File: src/rtl/uart_pkg.sv
// Shared definitions for the memory-mapped UART transmitter: FSM states,
// STATUS bit positions and register offsets from BASE_ADDR.
package uart_pkg;

  typedef enum logic [1:0] {
    IDLE,
    START,
    DATA,
    STOP
  } txState_t;

  localparam int STATUS_BUSY  = 0;
  localparam int STATUS_FULL  = 1;
  localparam int STATUS_OVF   = 2;
  localparam int STATUS_EMPTY = 3;

  localparam logic [31:0] OFFSET_TX_DATA = 32'd0;
  localparam logic [31:0] OFFSET_STATUS  = 32'd4;

endpackage

File: src/rtl/uart_tx_fifo.sv
// Byte FIFO with synchronous push/pop, full/empty flags and occupancy count.
// A push while full is accepted only if a pop happens in the same cycle.
module uart_tx_fifo #(
  parameter int DEPTH = 4
) (
  input  logic                         clk,
  input  logic                         reset,
  input  logic                         push,
  input  logic [7:0]                   pushData,
  input  logic                         pop,
  output logic [7:0]                   popData,
  output logic                         full,
  output logic                         empty,
  output logic [$clog2(DEPTH+1)-1:0]   count
);

  localparam int PTR_W = (DEPTH > 1) ? $clog2(DEPTH) : 1;
  localparam int CNT_W = $clog2(DEPTH + 1);

  // Sized to the pointer range so every pointer value indexes a real entry.
  logic [7:0]       mem [1 << PTR_W];
  logic [PTR_W-1:0] wrPtr;
  logic [PTR_W-1:0] rdPtr;
  logic             doPush;
  logic             doPop;

  function automatic logic [PTR_W-1:0] nextPtr(input logic [PTR_W-1:0] ptr);
    return (ptr == PTR_W'(DEPTH - 1)) ? '0 : ptr + 1'b1;
  endfunction

  assign full    = (count == CNT_W'(DEPTH));
  assign empty   = (count == '0);
  assign doPop   = pop && !empty;
  assign doPush  = push && (!full || doPop);
  assign popData = mem[rdPtr];

  // NOTE: sequential state uses non-blocking assignments so every register
  // samples the pre-edge values, independent of statement order.
  always_ff @(posedge clk) begin
    if (reset) begin
      wrPtr <= '0;
      rdPtr <= '0;
      count <= '0;
    end else begin
      if (doPush) wrPtr <= nextPtr(wrPtr);
      if (doPop)  rdPtr <= nextPtr(rdPtr);
      count <= count + CNT_W'(doPush) - CNT_W'(doPop);
    end
  end

  // NOTE: storage is not reset; the pointers and count define validity, and
  // leaving the array unreset lets it map onto plain registers or RAM.
  always_ff @(posedge clk) begin
    if (doPush) mem[wrPtr] <= pushData;
  end

endmodule

File: src/rtl/uart_tx_mmio.sv
// Memory-mapped 8N1 UART transmitter: TX_DATA at BASE_ADDR, STATUS at +4.
// Define UART_TX_FIFO_EN for a FIFO_DEPTH buffer; otherwise one holding register.
module uart_tx_mmio
  import uart_pkg::*;
#(
  parameter int          CLKS_PER_BIT = 434,
  parameter logic [31:0] BASE_ADDR    = 32'h1001_0000,
  parameter int          FIFO_DEPTH   = 4
) (
  input  logic        clk,
  input  logic        reset,
  input  logic [31:0] Address_i,
  input  logic [31:0] WriteData_i,
  input  logic        MemWrite_i,
  output logic [31:0] ReadData_o,
  output logic        sel_o,
  output logic        tx_o,
  output logic        busy_o
);

`ifdef UART_TX_FIFO_EN
  localparam int FIFO_LEN = FIFO_DEPTH;
`else
  // FIFO_DEPTH has no effect in this build; a single holding register is used.
  localparam int FIFO_LEN = 1 + 0 * FIFO_DEPTH;
`endif
  localparam int CNT_W  = $clog2(FIFO_LEN + 1);
  localparam int BAUD_W = $clog2(CLKS_PER_BIT);

  txState_t          state;
  logic [BAUD_W-1:0] baudCnt;
  logic [2:0]        bitCnt;
  logic [7:0]        shiftReg;
  logic              txReg;
  logic              overflow;

  logic              dataHit, statusHit, dataWrite, statusWrite;
  logic              baudLast, fifoPop, fifoFull, fifoEmpty;
  logic [7:0]        fifoData;
  logic [CNT_W-1:0]  fifoCount;
  logic [3:0]        status;
  logic              unusedBits;

  assign dataHit     = (Address_i == BASE_ADDR + OFFSET_TX_DATA);
  assign statusHit   = (Address_i == BASE_ADDR + OFFSET_STATUS);
  assign dataWrite   = MemWrite_i && dataHit;
  assign statusWrite = MemWrite_i && statusHit;
  assign baudLast    = (baudCnt == BAUD_W'(CLKS_PER_BIT - 1));
  assign fifoPop     = !fifoEmpty && ((state == IDLE) || (state == STOP && baudLast));
  assign unusedBits  = ^{WriteData_i[31:8], fifoCount};

  uart_tx_fifo #(.DEPTH(FIFO_LEN)) txFifo (
    .clk      (clk),
    .reset    (reset),
    .push     (dataWrite),
    .pushData (WriteData_i[7:0]),
    .pop      (fifoPop),
    .popData  (fifoData),
    .full     (fifoFull),
    .empty    (fifoEmpty),
    .count    (fifoCount)
  );

  // NOTE: every always_comb output gets a default first so no path leaves
  // it unassigned, which would infer a latch.
  always_comb begin
    status               = '0;
    status[STATUS_BUSY]  = busy_o;
    status[STATUS_FULL]  = fifoFull;
    status[STATUS_OVF]   = overflow;
    status[STATUS_EMPTY] = fifoEmpty;
  end

  assign ReadData_o = statusHit ? {28'b0, status} : 32'b0;
  assign sel_o      = dataHit || statusHit;
  assign tx_o       = txReg;
  assign busy_o     = (state != IDLE);

  always_ff @(posedge clk) begin
    if (reset)             overflow <= 1'b0;
    else if (statusWrite)  overflow <= 1'b0;
    else if (dataWrite && fifoFull && !fifoPop) overflow <= 1'b1;
  end

  always_ff @(posedge clk) begin
    if (reset) begin
      state    <= IDLE;
      baudCnt  <= '0;
      bitCnt   <= '0;
      shiftReg <= '0;
      txReg    <= 1'b1;
    end else begin
      case (state)
        IDLE: begin
          if (fifoPop) begin
            state    <= START;
            shiftReg <= fifoData;
            txReg    <= 1'b0;
            baudCnt  <= '0;
          end
        end
        START: begin
          if (baudLast) begin
            state   <= DATA;
            baudCnt <= '0;
            bitCnt  <= '0;
            txReg   <= shiftReg[0];
          end else begin
            baudCnt <= baudCnt + 1'b1;
          end
        end
        DATA: begin
          if (baudLast) begin
            baudCnt <= '0;
            bitCnt  <= bitCnt + 1'b1;
            if (bitCnt == 3'd7) begin
              state <= STOP;
              txReg <= 1'b1;
            end else begin
              shiftReg <= shiftReg >> 1;
              txReg    <= shiftReg[1];
            end
          end else begin
            baudCnt <= baudCnt + 1'b1;
          end
        end
        STOP: begin
          if (baudLast) begin
            baudCnt <= '0;
            // Back-to-back frames start directly from STOP with no idle gap.
            if (fifoPop) begin
              state    <= START;
              shiftReg <= fifoData;
              txReg    <= 1'b0;
            end else begin
              state <= IDLE;
            end
          end else begin
            baudCnt <= baudCnt + 1'b1;
          end
        end
        default: state <= IDLE;
      endcase
    end
  end

endmodule

File: config.mk
export PLATFORM = sky130hd
export DESIGN_NAME = uart_tx_mmio
export DESIGN_NICKNAME = d
export VERILOG_FILES = /design/src/rtl/uart_pkg.sv /design/src/rtl/uart_tx_fifo.sv /design/src/rtl/uart_tx_mmio.sv
export SDC_FILE = /design/constraint.sdc
export NUM_CORES = 1
export LEC_CHECK = 0
export BUFFER_PORTS_ARGS = -buffer_cell sky130_fd_sc_hd__clkbuf_2
export CAP_MARGIN = 20
export CORE_MARGIN = 3
export CORE_UTILIZATION = 48
export CTS_CLUSTER_SIZE = 20
export DETAILED_ROUTE_END_ITERATION = 12
export PLACE_DENSITY = 0.95
export SLEW_MARGIN = 30
export SYNTH_ARGS = -nofsm -noshare
export SYNTH_HDL_FRONTEND = slang
export SYNTH_SLANG_ARGS = --single-unit
File: constraint.sdc
create_clock -name clk -period 5.1 [get_ports clk]
set_clock_uncertainty 0.1 [all_clocks]
set_input_delay 0.255 -clock clk [delete_from_list [all_inputs] [get_ports clk]]
set_output_delay 0.255 -clock clk [all_outputs]
set_load 0.005 [all_outputs]
==> impl_metrics.yaml <==
synthesis:
  synthTopCellsByArea: "dfxtp_1, edfxtp_1, buf_4"
  yosysTopAreaCell: "dfxtp_1"
  synth_xor_area_frac: 0
  synth_top_family_by_area: "simple AND/OR/NAND/NOR gates"
  synth_mux_area_frac: 0.0419
  ys_ff_latch: 33
  netlist_instances: 208
  ys_async_sr_fraction: 0
  yosysWarnings: 0
  synth_commonest_cells: "buf_4, nor2_1, dfxtp_1"
  ys_seq_area_frac: 0.387
  synth-compound-area-share: 0.170
  ys.flop_type: "dfxtp_1"
  syn_avg_cell_area_um2: 9.20
  synthAdderAreaFrac: 0.0523
  synth_edf_count: 8
  syn_area_um2: 1910
  yosysTopAreaCellShare: 0.262
  synth.distinct_cells: 42
  yosys.area_share.simple: 0.201
layout:
  drive_gt1_frac: 0.266
  num_antenna_cells: 0
  nFillCells: 343
  syn_to_final_growth_pct: 13.9
  fin_nets: 330
timing:
  slew_violations: 0
  rsz0062_at_grt: "false"
  period_needed_ps: 2310
  worst-slew-pin-transition_ps: 675
  period_share: 0.453
  setup_violations: 0
  fmax_mhz: 433
  hold_violations: 0
  relSlewSlack: 0.550
  finalSetupTns_ps: 0
placement:
  hpwl_um: 2960
  gp_congestion: 0.833
  port_buffers: 49
clocking:
  worstSkewPairLatency_ps: 300
  cts_hold_buf: 0
  cts_root_buffer: "clkbuf_8"
  cts-buffers-inserted: 5
  clk_pin_slew_worst_paths_ps: 70
  clock-sinks: 33
  post_cts_buffers: 0
  htreeDepth: 2
  tritoncts: "built"
  post_cts_resized: 0
  clk_path_buf_depth: 2
setup_path:
  cp-start-kind: "register"
  cp_slowest_cell: "nor4b_4"
  crit_type: "register to register"
  worstPathMaxFanout: 8
  crit_path_max_incr_delay_ps: 530
  required_ps: 4930
  path_buf_inv: 0
  r2r_setup_slack_ps: 2790
  end_kind: "register"
  cp_data_arrival_time_ps: 2150
  path_delay_family: "simple AND/OR/NAND/NOR gates"
  path_cells: "nor4b_4, and2_2, a211oi_2, nor3_2"
floorplan:
  core-area_um2: 3740
  die_h_um: 69.1
  start_util: 0.511
  die_x_um: 69.1
  std_cell_rows: 22
  num_io_pins: 102
  die_area_um2: 4780
pwr:
  ir_drop_mv: 0.184
  power_frac_clock: 0.372
  p_per_area_nw_per_um2: 303
  p_sw_frac: 0.292
  p_int_uw: 468
  finalPower_uw: 660
  p_seq_frac: 0.426
  p_leak_nw: 0.898
  p_comb_frac: 0.202
  switching_power_uw: 193
global_route:
  grt_use_total: 0.164
  grt_max_degree: 28
  grt.overflow.total: 0
  grt_pass1_wl_um: 6410
  antenna_found_initial: 0
  grt_pass1_vias: 1540
routing:
  drtAntennaViolNets: 0
  routedWlPerCell_um: 12.9
  drtIter0Drc: 109
  drt_first_pass_iters: 4
  drc: 0
  via_count: 1576
  vias_per_cell: 5.18
  routed_wl_um: 3920
hold_path:
  worstHoldPathType: "input pin to register"
run:
  max_cap_viol_count: 0
status:
  status: "finished, final reports clean"
power by group through the flow:
stage	logic [mW]	registers [mW]	clock network (mW)
CTS	0.130	0.281	0.250
finish	0.133	0.282	0.246
global placement	0.125	0.287	0
detailed placement	0.130	0.287	0
global route	0.150	0.282	0.259
floorplan	0.105	0.286	0
metal layers:
| layer | global-route usage | vias to the layer above | part of all wire |
|---|---|---|---|
| li1 | - | 793 | - |
| met1 | 0.175 | 728 | 0.41 |
| met2 | 0.292 | 46 | 0.50 |
| met3 | 0.0437 | 9 | 0.059 |
| met4 | 0.0868 | 0 | 0.027 |
| met5 | 0 | - | 0 |
flip-flops by register name, indices dropped and copies added, names as in the netlist:
name / cells
bitCnt: 3
shiftReg: 8
state: 2
tx_o: 1
txFifo.count: 1
txFifo.mem: 8
baudCnt: 9
overflow: 1
path summary, 6_finish.rpt:
check | startpoint | cells after the start | end
hold reg to reg | shiftReg[7] | 2 | shiftReg[7]
hold / removal | WriteData_i[4] | 1 | txFifo.mem[0][4]
setup / recovery | baudCnt[2] | 4 | txFifo.mem[0][2]
setup reg to reg | baudCnt[2] | 4 | txFifo.mem[0][2]
area by class of cell:
type | instances | area (µm²) | area share
timing repair buffer | 49 | 245 | 0.113
clock buffer | 5 | 68.8 | 0.0316
inverter | 6 | 22.5 | 0.0103
multi-input combinational | 160 | 1000 | 0.459
clock inverter | 3 | 41.3 | 0.0190
tap | 48 | 60.1 | 0.0276
sequential | 33 | 741 | 0.340
metrics by stage:
step	hold WS [ps]	setup WS [ps]	area (µm²)	cells	utilization
2_1_floorplan	254	2840	2010	235	-
3_3_place_gp	332	2590	2060	296	0.551
3_5_place_dp	334	2490	2060	296	0.551
4_1_cts	25.8	2470	2170	304	0.581
5_1_grt	22.8	2610	2180	304	0.582
6_report	31.7	2790	2180	304	0.582
cells by family (layout without fill, tap and decap cells):
logic type	Yosys count	count (layout)
simple gates	71	71
compound gates	45	45
buf+inv	42	63
flops	33	33
fa+ha+maj	8	8
mux	8	8
other cells	1	28
cell usage in the layout, fill, tap and decap left out, types with 2 or more instances in the layout:
master    Yosys  routed
o21ai_0       9       9
a41oi_1       2       2
dfxtp_1      25      25
nand2_1       7       7
and3_2        2       2
nand2b_1      2       2
nor4b_1       2       2
a32oi_1       3       3
inv_1         6       6
a31oi_1       2       2
mux2i_1       8       8
and3_1        3       3
a211oi_2      2       2
nor2_1       28      28
nor4_1        5       5
conb_1        1      28
nor3_1        3       2
nand3_1       4       4
a311oi_1      3       3
edfxtp_1      8       8
ha_1          8       8
clkbuf_8      0       5
clkbuf_2      1      49
nand3b_1      3       3
nor3b_1       3       3
a21oi_1      12      12
a211oi_1      6       6
nand4_1       3       3
(Power assumes the default switching activity.)
